`src/rtl/vx_fp_pack_pkg.sv`:
```
// rtl/vx_fp_pack_pkg.sv - shared FPU types and constants for the result packer
package vx_fp_pack_pkg;

  // Special-value class of an operand or result, decoded upstream
  typedef struct packed {
    logic is_nan;
    logic is_signaling;
    logic is_inf;
    logic is_zero;
  } fp_class_t;

  // IEEE-754 exception flags produced by the packer
  typedef struct packed {
    logic nv;
    logic of;
    logic uf;
    logic nx;
  } fflags_t;

  // Result category decided in the first stage, consumed by the second
  typedef enum logic [2:0] {
    KIND_FINITE = 3'd0,
    KIND_NAN    = 3'd1,
    KIND_INF    = 3'd2,
    KIND_ZERO   = 3'd3,
    KIND_OVF    = 3'd4,
    KIND_UNF    = 3'd5
  } pack_kind_t;

  // Canonical quiet NaN {0, all-ones exponent, man MSB set}, right-aligned in 64 bits
  function automatic logic [63:0] canonical_nan(input int exp_bits, input int man_bits);
    return (((64'h1 << exp_bits) - 64'h1) << man_bits) | (64'h1 << (man_bits - 1));
  endfunction

endpackage

```
`src/rtl/vx_pipe_register.sv`:
```
// rtl/vx_pipe_register.sv - one pipeline stage: reset valid bit, unreset payload
module vx_pipe_register #(
  parameter int DATAW = 1
) (
  input  logic             clk,
  input  logic             resetn,
  input  logic             enable,
  input  logic             valid_in,
  input  logic [DATAW-1:0] data_in,
  output logic             valid_out,
  output logic [DATAW-1:0] data_out
);

  // Valid bit clears on reset so in-flight entries are discarded
  always_ff @(posedge clk) begin
    if (!resetn) begin
      valid_out <= 1'b0;
    end else if (enable) begin
      valid_out <= valid_in;
    end
  end

  // Payload only matters when valid, so it carries no reset
  always_ff @(posedge clk) begin
    if (enable) begin
      data_out <= data_in;
    end
  end

endmodule

```
`src/rtl/vx_fp_pack.sv`:
```
// rtl/vx_fp_pack.sv - two-stage per-lane IEEE-754 result packer with backpressure
module vx_fp_pack
  import vx_fp_pack_pkg::*;
#(
  parameter int MAN_BITS  = 23,
  parameter int EXP_BITS  = 8,
  parameter int LANES     = 1,
  parameter int TAG_WIDTH = 1
) (
  input  logic                               clk,
  input  logic                               reset,
  input  logic                               valid_in,
  output logic                               ready_in,
  input  logic [LANES-1:0]                   sign_in,
  input  logic [LANES*(EXP_BITS+2)-1:0]      exp_in,
  input  logic [LANES*(MAN_BITS+1)-1:0]      man_in,
  input  fp_class_t [LANES-1:0]              clss_in,
  input  logic [TAG_WIDTH-1:0]               tag_in,
  output logic                               valid_out,
  input  logic                               ready_out,
  output logic [LANES*(1+EXP_BITS+MAN_BITS)-1:0] data_out,
  output fflags_t [LANES-1:0]                fflags_out,
  output logic [TAG_WIDTH-1:0]               tag_out
);

  localparam int FW  = 1 + EXP_BITS + MAN_BITS;
  localparam int EW  = EXP_BITS + 2;
  localparam int SHW = $clog2(MAN_BITS + 2);
  // S1 lane payload: kind, sign, signaling, exp field, mantissa, shift
  localparam int S1L = 3 + 1 + 1 + EXP_BITS + MAN_BITS + 1 + SHW;
  // S2 lane payload: packed word and flags
  localparam int S2L = FW + 4;
  localparam int S1W = LANES * S1L + TAG_WIDTH;
  localparam int S2W = LANES * S2L + TAG_WIDTH;

  localparam logic [FW-1:0]        QNAN      = FW'(canonical_nan(EXP_BITS, MAN_BITS));
  localparam logic signed [EW-1:0] MAX_EXP   = EW'((1 << EXP_BITS) - 1);
  localparam logic signed [EW-1:0] EXP_ZERO  = EW'(0);
  localparam logic signed [EW-1:0] EXP_ONE   = EW'(1);
  // At or below this exponent every mantissa bit is shifted out
  localparam logic signed [EW-1:0] EXP_FLUSH = EW'(-MAN_BITS);

  logic           s1_en, s1_v;
  logic           s2_en, s2_v;
  logic [S1W-1:0] s1_d, s1_q;
  logic [S2W-1:0] s2_d, s2_q;

  // A stage advances when empty or when its consumer advances
  assign s2_en    = !s2_v || ready_out;
  assign s1_en    = !s1_v || s2_en;
  assign ready_in = reset && s1_en;

  for (genvar i = 0; i < LANES; i++) begin : g_lane
    logic signed [EW-1:0] exp_s;
    logic [MAN_BITS:0]    man;
    fp_class_t            clss;
    pack_kind_t           kind;
    logic [SHW-1:0]       shamt;
    logic signed [EW-1:0] shift_full;

    assign exp_s      = exp_in[i*EW +: EW];
    assign man        = man_in[i*(MAN_BITS+1) +: MAN_BITS+1];
    assign clss       = clss_in[i];
    assign shift_full = EXP_ONE - exp_s;

    // Stage-1 decode: special class priority, range check, saturated shift
    always_comb begin
      kind  = KIND_FINITE;
      shamt = '0;
      if (clss.is_nan) begin
        kind = KIND_NAN;
      end else if (clss.is_inf) begin
        kind = KIND_INF;
      end else if (clss.is_zero) begin
        kind = KIND_ZERO;
      end else if (exp_s >= MAX_EXP) begin
        kind = KIND_OVF;
      end else if (exp_s <= EXP_ZERO) begin
        kind  = KIND_UNF;
        shamt = (exp_s <= EXP_FLUSH) ? SHW'(MAN_BITS + 1) : SHW'(shift_full);
      end
    end

    assign s1_d[i*S1L +: S1L] = {kind, sign_in[i], clss.is_signaling,
                                 exp_s[EXP_BITS-1:0], man, shamt};

    logic [2:0]          q_kind_raw;
    pack_kind_t          q_kind;
    logic                q_sign, q_snan;
    logic [EXP_BITS-1:0] q_exp;
    logic [MAN_BITS:0]   q_man;
    logic [SHW-1:0]      q_sh;
    logic [FW-1:0]       word;
    fflags_t             flags;

    assign {q_kind_raw, q_sign, q_snan, q_exp, q_man, q_sh} = s1_q[i*S1L +: S1L];
    assign q_kind = pack_kind_t'(q_kind_raw);

    // Stage-2 packing: denormalising shift with sticky loss detection
    always_comb begin
      word  = {q_sign, q_exp, q_man[MAN_BITS-1:0]};
      flags = '0;
      case (q_kind)
        KIND_NAN: begin
          word     = QNAN;
          flags.nv = q_snan;
        end
        KIND_INF:  word = {q_sign, {EXP_BITS{1'b1}}, {MAN_BITS{1'b0}}};
        KIND_ZERO: word = {q_sign, {EXP_BITS{1'b0}}, {MAN_BITS{1'b0}}};
        KIND_OVF: begin
          word     = {q_sign, {EXP_BITS{1'b1}}, {MAN_BITS{1'b0}}};
          flags.of = 1'b1;
          flags.nx = 1'b1;
        end
        KIND_UNF: begin
          word     = {q_sign, {EXP_BITS{1'b0}}, MAN_BITS'(q_man >> q_sh)};
          flags.nx = |(q_man & ~({(MAN_BITS+1){1'b1}} << q_sh));
          flags.uf = flags.nx;
        end
        default: ;
      endcase
    end

    assign s2_d[i*S2L +: S2L] = {word, flags};
    assign {data_out[i*FW +: FW], fflags_out[i]} = s2_q[i*S2L +: S2L];
  end

  assign s1_d[LANES*S1L +: TAG_WIDTH] = tag_in;
  assign s2_d[LANES*S2L +: TAG_WIDTH] = s1_q[LANES*S1L +: TAG_WIDTH];
  assign tag_out   = s2_q[LANES*S2L +: TAG_WIDTH];
  assign valid_out = s2_v;

  vx_pipe_register #(.DATAW(S1W)) u_s1 (
    .clk       (clk),
    .resetn    (reset),
    .enable    (s1_en),
    .valid_in  (valid_in),
    .data_in   (s1_d),
    .valid_out (s1_v),
    .data_out  (s1_q)
  );

  vx_pipe_register #(.DATAW(S2W)) u_s2 (
    .clk       (clk),
    .resetn    (reset),
    .enable    (s2_en),
    .valid_in  (s1_v),
    .data_in   (s2_d),
    .valid_out (s2_v),
    .data_out  (s2_q)
  );

endmodule

```
`config.mk`:
```
export PLATFORM = sky130hd
export DESIGN_NAME = vx_fp_pack
export DESIGN_NICKNAME = d
export VERILOG_FILES = /design/src/rtl/vx_fp_pack_pkg.sv /design/src/rtl/vx_pipe_register.sv /design/src/rtl/vx_fp_pack.sv
export SDC_FILE = /design/constraint.sdc
export NUM_CORES = 1
export LEC_CHECK = 0
export CAP_MARGIN = 0
export CORE_ASPECT_RATIO = 1.75
export CORE_MARGIN = 5
export CORE_UTILIZATION = 50
export CTS_BUF_LIST = sky130_fd_sc_hd__clkbuf_16
export CTS_CLUSTER_SIZE = 40
export DETAILED_ROUTE_END_ITERATION = 7
export PLACE_DENSITY = 0.8
export SLEW_MARGIN = 10
export SYNTH_ARGS = -nofsm -noshare
export SYNTH_HDL_FRONTEND = slang
export SYNTH_SLANG_ARGS = --single-unit
```
`constraint.sdc`:
```
create_clock -name clk -period 5.54 [get_ports clk]
set_clock_uncertainty 0.2 [all_clocks]
set_input_delay 1.385 -clock clk [delete_from_list [all_inputs] [get_ports clk]]
set_output_delay 1.385 -clock clk [all_outputs]
set_load 0.02 [all_outputs]
```
==> key figures, run 1 <==
Outcome
  • Status: completed

Synthesis
  • Register bit total from synthesis: 82
  • XOR/XNOR share of the synthesized area: 0.4030%
  • Count leader, synth: edfxtp_1
  • Netlist Area Pre-Place: 0.004347 sq mm
  • Syn avg cell area: 13.17 sq um
  • Sequential share of the synthesized area: between 50 and 60%
  • Simple-gate portion of the synthesized area: under 10%
  • Synth area leader: edfxtp_1
  • Main flop type after synthesis: edfxtp_1
  • Mapped Cells: 330
  • Syn nets: 375
  • Syn. warnings: 0
  • Complex-gate fraction of the synthesized area: roughly 14%
  • Netlist cell types: 54
  • Post-synthesis mux area share: 15.60%
  • Adder-Cell Fraction of Synth Area: less than 1%
  • Top cell type's share of synthesized area: 55.27%
  • Synth async-reset ratio: 0%
  • Number of synthesized flops with an enable pin: 80
  • Synth area leaders: edfxtp_1 55%, mux4_2 7.8%, mux2i_1 5.8%
  • Post-synth top cells: 80 x edfxtp_1, 25 x mux2i_1, 22 x nand2_1, 19 x nor2_1
  • Largest family of logic cells by synthesized area: multiplexers

Worst setup path
  • Worst setup SP type: input pin
  • Crit path required time: between 3 and 4 ns
  • Slowest stage delay, CP: 0.53 ns
  • Cell Chain, Critical Path: clkdlybuf4s50_1 -> nor2b_1 -> nand2_2 -> and2_1 -> clkdlybuf4s50_1
  • Bufs and invs on worst path: 2
  • Critical Path Most Common Cell: clkdlybuf4s50_1
  • Crit-path slowest cell: clkdlybuf4s50_1
  • Crit Path Max Fanout: 4
  • Worst EP arrival: 2.85 ns
  • Critical path endpoint category: output port
  • CP delay by family, top: buffers and inverters
  • Setup Crit Path Kind: input pin to output port

Pwr
  • Pleak: approximately 2 nW
  • Total chip power: 1.581 mW
  • Pwr dens: 285.8 mW/mm^2
  • Peak supply drop: 0.2105 mV

CTS
  • Post-CTS setup buffer count: 0
  • Clock root buffer: clkbuf_16
  • CTS Sinks: 82
  • Clock Latency Late Sink: 0.33 ns
  • Post-CTS Resized: 0
  • Clk pin slew, worst setup/hold paths: approximately 0.060 ns
  • CTS max path bufs: 2
  • CTS tree: yes
  • CTS H-tree lvls: 3
  • TritonCTS Buffers: 9
  • Hold-fix buffers, CTS: 0

Detailed routing
  • Post-Route WL: 10330 um
  • Avg WL per Cell: between 15 and 20 um
  • Vias: 3272
  • Via density: between 6 and 7
  • 1st-iter DRT viols: 449
  • Post-route ant nets: 0
  • First drt pass iteration count: 7
  • Remaining DRCs: 0

Floorplanning
  • Core region area: around 0.0086 sq mm
  • Chip height: 133.3 um
  • Num ports: 83
  • Number of cell rows: 45
  • Starting Density: 50.46%
  • Die W: 80.48 um
  • Die area: approximately 0.011 sq mm

Finish
  • Layout area overhead: 27.26%
  • Layout cells sized above 1: 10.00%
  • Final nets: 450
  • Antenna Cells: 0

Global route
  • Vias in the first global route: 3103
  • Initial antenna violation count: 0
  • Total gr overflow: 0
  • Largest net degree at the start of global routing: 44
  • First-pass GRT wire length: between 15000 and 20000 um
  • GRT Overall Usage: 20.16%

STA
  • Max-slew violation count: 0
  • Setup tns final: 0 ns
  • RSZ-0062 raised after global routing: false
  • Final period demand of the worst path: 4.438 ns
  • Final setup fails: 0
  • Least-Margin Pin Slew: around 1.2 ns
  • Min setup slack post-route: 1.102 ns
  • Max transition margin: roughly 22%
  • Final Hold Viols: 0
  • Max Clk Rate: 225.3 MHz
  • Post-route clock period utilization: 80.10%

Hold path
  • Hold Crit Class: flip-flop to flip-flop

Run
  • Maxcap violations: 0

Placed design
  • Worst slack, placed: 1.116 ns
  • PortBufs: 82
  • Post-DP HPWL: 7488 um
  • Routability cong.: 0.9120
-- layout make-up --
cell class              instances  area [sq um]
clock buffers                   9         225.2
clock inverters                 7         68.82
fillers                       660          3083
inverters                       8         30.03
multi-input cells             218          1768
flip-flops and latches         82          2442
well taps                     117         146.4
repair buffers                 86         850.8
-- per-stage QoR --
stage / hold WS [ns] / utilization, % / instances / area [sq um]
2_1_floorplan: 0.2003 / - / 330 / 4347
3_3_place_gp: 0.2045 / 60.80 / 511 / 5238
3_5_place_dp: 0.2152 / 60.80 / 511 / 5238
4_1_cts: 0.2292 / 64.21 / 527 / 5532
5_1_grt: 0.2387 / 64.21 / 527 / 5532
6_report: 0.2272 / 64.21 / 527 / 5532
-- placed cells by master (no fill, tap or decap), drive strengths merged, types with 2 or more instances in the layout --
master	n
dfxtp	2
o31ai	2
nor2	19
clkdlybuf4s50	82
nand2	22
a221o	4
nand4	4
o211ai	3
and2	3
o21ai	15
mux2i	25
or2	3
or4	5
and3	2
mux4	18
a21o	6
edfxtp	80
o31a	2
o21a	15
a32oi	5
nor4	3
nand3b	2
nor3	11
o22ai	3
o221ai	6
nand3	3
nor2b	3
inv	8
nand2b	4
a22oi	2
a222oi	2
clkinv	6
clkbuf	9
buf	4
a21oi	9
a31oi	2
-- path summary, 6_finish.rpt --
check,from,to,slack (ns),cells past startpoint
max,ready_out,ready_in,1.10,5
min,u_s1.data_out[42],u_s2.data_out[36],0.23,0
max reg2reg,u_s1.data_out[1],u_s2.data_out[5],2.38,6
min reg2reg,u_s1.data_out[42],u_s2.data_out[36],0.23,0
-- state kept, by name, summed over array words and instances (netlist names) --
| name | cells |
|---|---|
| u_s1.data_out | 43 |
| u_s2.data_out | 37 |
| u_s1.valid_out | 1 |
| u_s2.valid_out | 1 |
-- kinds of logic after synthesis --
group,Yosys count
multiplexers,44
AO/OA/AOI/OAI,84
flip-flops,82
adder cells (fa/ha/maj),2
XOR/XNOR,2
AND/OR/NAND/NOR,86
buffers and inverters,30
-- routing by layer --
metal	share of wire, %	global-route usage [%]	vias up
met3	7.4	4.465	43
met4	6.1	13.35	0
li1	-	-	1486
met2	54	34.46	191
met1	33	21.75	1552
met5	0	0	-
-- where the power goes --
part / switching (mW) / leakage [nW] / internal [mW]
Combinational: 0.112 / 0.989 / 0.121
Clock: 0.229 / 0.145 / 0.348
Sequential: 0.0386 / 0.894 / 0.733
Power figures use the tool's default switching activity.
==> run 2: changes to the inputs <==
clock period = 4.6 ns   (was 5.54 ns; I/O delays follow)
==> key figures, run 2 (synthesis gave the netlist of run 1 again) <==
Worst setup path
  • Reg2reg path depth: 6 (unchanged)
  • Critical Path Most Common Cell: clkdlybuf4s50_1 (unchanged)
  • Critical path endpoint category: output port (unchanged)
  • Worst setup SP type: input pin (unchanged)
  • Slowest stage delay, CP: 0.53 ns (about the same)
  • Setup Crit Path Kind: input pin to output port (unchanged)
  • Crit-path slowest cell: clkdlybuf4s50_1 (unchanged)
  • FF-to-FF End: u_s2.data_out[7] (was u_s2.data_out[5])
  • Crit path required time: 3.25 ns (was 3.95 ns)
  • Setup slack, reg-to-reg: 1.66 ns (was 2.38 ns)
  • Cell Chain, Critical Path: clkdlybuf4s50_1 -> nor2b_1 -> nand2_2 -> and2_1 -> clkdlybuf4s50_1 (unchanged)
  • Crit Path Max Fanout: 4 (unchanged)
  • FF-to-FF Start: u_s1.data_out[1] (unchanged)
  • Worst EP arrival: 2.62 ns (was 2.85 ns)

Placed design
  • Routability cong.: 0.9367 (was 0.9120)
  • Post-DP HPWL: 7511 um (was 7488 um)
  • PortBufs: 82 (unchanged)

Hold path
  • Hold Crit Class: flip-flop to flip-flop (unchanged)
  • Hold depth: 0 (unchanged)
  • WHS Endpoint: u_s2.data_out[36] (unchanged)
  • Hold Startpoint: u_s1.data_out[42] (unchanged)

Global route
  • Vias in the first global route: 3169 (was 3103)
  • Total gr overflow: 0 (unchanged)
  • First-pass GRT wire length: 16070 um (was 16050 um)
  • Largest net degree at the start of global routing: 44 (unchanged)
  • Initial antenna violation count: 0 (unchanged)
  • GRT Overall Usage: 20.01% (was 20.16%)

Pwr
  • Power share of the combinational group: 14.7% (was 14.8%)
  • Pwr dens: 345.2 mW/mm^2 (was 285.8 mW/mm^2)
  • Clk pwr share: 37.0% (was 36.5%)
  • Pleak: 2.037 nW (was 2.028 nW)
  • Sequential Power Share: 48.3% (was 48.8%)
  • Psw: 465.3 uW (was 379.2 uW)
  • Peak supply drop: 0.3175 mV (was 0.2105 mV)
  • Net Sw Frac: 24.27% (was 23.99%)
  • Internal Power: 1.452 mW (was 1.202 mW)

STA
  • Fin Hold WS: 0.2379 ns (was 0.2272 ns)
  • Setup tns final: 0 ns (unchanged)
  • Max-slew violation count: 0 (unchanged)
  • Least-Margin Pin Slew: 1.034 ns (was 1.169 ns)
  • RSZ-0062 raised after global routing: false (unchanged)
  • Max transition margin: 31.08% (was 22.05%)
  • Max Clk Rate: ~250 MHz
  • Final setup fails: 0 (unchanged)
  • Post-route clock period utilization: 86.22%
  • Final period demand of the worst path: a little under 4 ns
  • Final Hold Viols: 0 (unchanged)

Detailed routing
  • Avg WL per Cell: 19.00 um (was 19.59 um)
  • First drt pass iteration count: 5 (was 7)
  • Vias: 3190 (was 3272)
  • Post-Route WL: 10050 um (was 10330 um)
  • 1st-iter DRT viols: 350 (was 449)
  • Remaining DRCs: 0 (unchanged)
  • Via density: 6.030 (was 6.209)
  • Post-route ant nets: 0 (unchanged)

Floorplanning
  • Chip height: 133.3 um (unchanged)
  • Die W: 80.48 um (unchanged)
  • Die area: 0.01073 sq mm (unchanged)
  • Starting Density: 50.46% (unchanged)
  • Num ports: 83 (unchanged)
  • Core region area: 0.008615 sq mm (unchanged)
  • Number of cell rows: 45 (unchanged)

Run
  • Maxcap violations: 0 (unchanged)

CTS
  • CTS Sinks: 82 (unchanged)
  • Post-CTS setup buffer count: 0 (unchanged)
  • Hold-fix buffers, CTS: 0 (unchanged)
  • Clock root buffer: clkbuf_16 (unchanged)
  • CTS tree: yes (unchanged)
  • Post-CTS Resized: 0 (unchanged)
  • Clock Latency Late Sink: 0.34 ns (was 0.33 ns)
  • CTS max path bufs: 2 (unchanged)
  • CTS H-tree lvls: 3 (unchanged)
  • TritonCTS Buffers: 9 (unchanged)
  • Clk pin slew, worst setup/hold paths: 0.06 ns (about the same)

Finish
  • Most common cell after layout, fill and taps aside: clkdlybuf4s50_1 (unchanged)
  • Largest regs: u_s1.data_out x43, u_s2.data_out x37 (unchanged)
  • Reg with most FFs: u_s1.data_out (unchanged)
  • Layout area overhead: 27.78% (was 27.26%)
  • Antenna Cells: 0 (unchanged)
  • Layout cells sized above 1: 10.92% (was 10.00%)
  • Fill cell count: 644 (was 660)
  • Multi-input gate area: 0.001768 sq mm (unchanged)
  • Max reg flops: 43 (unchanged)
  • Final nets: 452 (was 450)
  • Most frequent cells in the layout: 82 x clkdlybuf4s50_1, 80 x edfxtp_1, 25 x mux2i_1 (unchanged)
  • Seq. cell area: 0.002442 sq mm (unchanged)

Outcome
  • Status: completed (unchanged)
-- run 2: cell count changes in the layout (fill, tap and decap cells not counted), sizes merged --
cell	before	now
buf	4	6
inv	8	10
clkinv	6	2
clkinvlp	0	2
-- run 2: per-layer routing --
metal  vias up  GRT usage (%)  part of all wire (%)
met5         -              0                     0
met1      1513          21.48                    34
met3        39          4.533                   5.8
li1       1492              -                     -
met2       146          34.41                    53
met4         0          12.88                   6.6
-- run 2: power groups by stage --
stage                     clock [mW]  sequential [mW]  combinational, mW
after floorplan                    0            0.968              0.110
after global placement             0            0.938              0.279
after detailed placement           0            0.940              0.282
after CTS                      0.723            0.925              0.283
after global routing           0.752            0.932              0.301
final                          0.710            0.926              0.282
-- run 2: cell type report --
cell class | instances | share of cell area, %
clock buffers | 9 | 4.055
multi-input cells | 218 | 31.83
clock inverters | 7 | 1.374
inverters | 8 | 0.5407
repair buffers | 88 | 15.59
flip-flops and latches | 82 | 43.97
well taps | 117 | 2.636
-- run 2: worst max-delay path, delay by kind of cell --
kind | cells | cell delay (ns)
buf+inv | 2 | 0.93
simple gates | 3 | 0.52
-- run 2: how the worst max path moves through the flow --
stage | from | to | slack (ns) | cells after the start
after global placement | ready_out | ready_in | 0.70 | 5
after floorplan | ready_out | ready_in | 0.58 | 3
after detailed placement | ready_out | ready_in | 0.62 | 5
final | ready_out | ready_in | 0.63 | 5
after CTS | ready_out | ready_in | 0.62 | 5
after global routing | ready_out | ready_in | 0.53 | 5
-- run 2: metrics by stage --
step                setup slack (ns)  cell area, sq um  utilization [%]  power [mW]  std cells
finish                        0.6337              5554            64.47       1.917        529
global route                  0.5277              5554            64.47       1.984        529
CTS                           0.6211              5554            64.47       1.931        529
floorplan                     0.5813              4347                -       1.078        330
global placement              0.6963              5253            60.97       1.217        513
detailed placement            0.6241              5253            60.97       1.223        513
==> run 3: changes to the inputs <==
CORE_UTILIZATION = 47   (was 50)
PLACE_DENSITY = 0.79   (was 0.8)
clock period = 3.6 ns   (was 4.6 ns; I/O delays follow)
==> key figures, run 3 (synthesis gave the netlist of run 1 again) <==
CTS
  • Clock Latency Late Sink: 0.34 ns (about the same)
  • Hold-fix buffers, CTS: 0 (unchanged)
  • Post-CTS Resized: 0 (unchanged)
  • Clock root buffer: clkbuf_16 (unchanged)
  • CTS max path bufs: 2 (unchanged)
  • CTS tree: yes (unchanged)
  • Clk pin slew, worst setup/hold paths: 0.06 ns (about the same)
  • TritonCTS Buffers: 9 (unchanged)
  • CTS H-tree lvls: 3 (unchanged)
  • Post-CTS setup buffer count: 0 (unchanged)
  • CTS Sinks: 82 (unchanged)

Pwr
  • Internal Power: 1.929 mW (was 1.452 mW)
  • Pwr dens: 451.7 mW/mm^2 (was 345.2 mW/mm^2)
  • Net Sw Frac: 23.88% (was 24.27%)
  • Psw: 605.2 uW (was 465.3 uW)
  • Clk pwr share: 38.9% (was 37.0%)
  • Pleak: 2.072 nW (was 2.037 nW)
  • Power share of the combinational group: 14.5% (was 14.7%)
  • Peak supply drop: 0.3183 mV (was 0.3175 mV)
  • Sequential Power Share: 46.6% (was 48.3%)

Placed design
  • DP Area: 0.005286 sq mm (was 0.005253 sq mm)
  • Post-DP HPWL: 7884 um (was 7511 um)
  • Worst slack, placed: 0.2032 ns (was 0.6241 ns)
  • PortBufs: 82 (unchanged)
  • Routability cong.: 0.9032 (was 0.9367)

Finish
  • Fin area: 0.005610 sq mm (was 0.005554 sq mm)
  • Max reg flops: 43 (unchanged)
  • Largest regs: u_s1.data_out x43, u_s2.data_out x37 (unchanged)
  • Layout cells sized above 1: 11.78% (was 10.92%)
  • Most common cell after layout, fill and taps aside: clkdlybuf4s50_1 (unchanged)
  • Antenna Cells: 0 (unchanged)
  • Most frequent cells in the layout: 82 x clkdlybuf4s50_1, 80 x edfxtp_1, 25 x mux2i_1 (unchanged)
  • Layout area overhead: 29.07% (was 27.78%)
  • Fill cell count: 708 (was 644)
  • Layout Utilization: 62.09% (was 64.47%)
  • Reg with most FFs: u_s1.data_out (unchanged)
  • Final nets: 456 (was 452)

Detailed routing
  • First drt pass iteration count: 5 (unchanged)
  • Avg WL per Cell: 19.79 um (was 19.00 um)
  • Post-route ant nets: 0 (unchanged)
  • Post-Route WL: 10610 um (was 10050 um)
  • Via density: 6.086 (was 6.030)
  • Remaining DRCs: 0 (unchanged)
  • Vias: 3262 (was 3190)
  • 1st-iter DRT viols: 337 (was 350)

STA
  • Min setup slack post-route: 0.1982 ns (was 0.6337 ns)
  • Final period demand of the worst path: 3.402 ns
  • RSZ-0062 raised after global routing: false (unchanged)
  • Least-Margin Pin Slew: 0.9526 ns (was 1.034 ns)
  • Final Hold Viols: 0 (unchanged)
  • Max transition margin: 36.49% (was 31.08%)
  • Max-slew violation count: 0 (unchanged)
  • Max Clk Rate: about 290 MHz
  • Setup tns final: 0 ns (unchanged)
  • Final setup fails: 0 (unchanged)
  • Post-route clock period utilization: 94.49%

Floorplanning
  • Die area: 0.01135 sq mm (was 0.01073 sq mm)
  • Die W: 82.70 um (was 80.48 um)
  • Number of cell rows: 46 (was 45)
  • Core region area: 0.009036 sq mm (was 0.008615 sq mm)
  • Starting Density: 48.10% (was 50.46%)
  • Chip height: 137.2 um (was 133.3 um)
  • Num ports: 83 (unchanged)

Global route
  • Largest net degree at the start of global routing: 44 (unchanged)
  • Vias in the first global route: 3261 (was 3169)
  • First-pass GRT wire length: 16550 um (was 16070 um)
  • Initial antenna violation count: 0 (unchanged)
  • GRT Overall Usage: 19.99% (was 20.01%)
  • Total gr overflow: 0 (unchanged)

Worst setup path
  • Crit path required time: 2.50 ns (was 3.25 ns)
  • Crit Path Max Fanout: 2 (was 4)
  • Crit path launch: ready_out (unchanged)
  • Worst EP arrival: 2.30 ns (was 2.62 ns)
  • Setup Crit Path Kind: input pin to output port (unchanged)
  • Worst setup SP type: input pin (unchanged)
  • Critical path endpoint category: output port (unchanged)
  • FF-to-FF Start: u_s1.data_out[1] (unchanged)

Hold path
  • Hold Startpoint: u_s1.data_out[42] (unchanged)
  • Hold Crit Class: flip-flop to flip-flop (unchanged)

Outcome
  • Status: completed (unchanged)

Run
  • Maxcap violations: 0 (unchanged)
==> run 3: changes by cell type in the layout (fill, tap and decap cells not counted), sizes merged <==
| cell | change |
|---|---|
| inv | +1 |
| clkinv | -1 |
| clkinvlp | -1 |
| buf | +4 |
| bufinv | +1 |
==> run 3: cell type report <==
| class | count | area (sq um) | area share, % |
|---|---|---|---|
| Clock buffer | 9 | 225.2 | 4.014 |
| Timing Repair Buffer | 92 | 895.9 | 15.97 |
| Tap cell | 120 | 150.1 | 2.676 |
| Inverter | 8 | 30.03 | 0.5352 |
| Multi-Input combinational cell | 218 | 1768 | 31.51 |
| Sequential cell | 82 | 2442 | 43.53 |
| Clock inverter | 7 | 98.84 | 1.762 |
==> run 3: routing by layer <==
layer | track usage [%] | vias up | routed length, um
met1 | 21.01 | 1568 | 3595
met4 | 15.82 | 0 | 657
met3 | 3.076 | 38 | 598
li1 | - | 1496 | -
met5 | 0 | - | 0
met2 | 34.33 | 160 | 5754
==> run 3: worst paths after layout <==
kind / endpoint / slack, ns / cells after the start
min: u_s2.data_out[36] / 0.22 / 0
min reg2reg: u_s2.data_out[36] / 0.22 / 0
max reg2reg: u_s2.data_out[0] / 0.75 / 6
max: ready_in / 0.20 / 5
==> run 3: critical path: stages <==
cell and delay, ns:
clkdlybuf4s50_1 0.40, nor2b_1 0.21, nand2_2 0.09, and2_1 0.16
clkdlybuf4s50_1 0.55
==> run 3: power groups by stage <==
stage | registers (mW) | clock network, mW | logic [mW]
floorplan | 1.24 | 0 | 0.141
global placement | 1.20 | 0 | 0.362
detailed placement | 1.20 | 0 | 0.368
CTS | 1.18 | 1.01 | 0.369
global route | 1.19 | 1.04 | 0.391
finish | 1.18 | 0.985 | 0.368
==> run 3: through the flow <==
stage	std cells	hold WS (ns)	power [mW]
final	536	0.2217	2.534
after global routing	536	0.2436	2.617
after CTS	536	0.2209	2.555
after detailed placement	520	0.2061	1.568
after global placement	520	0.2023	1.560
after floorplan	330	0.2003	1.378
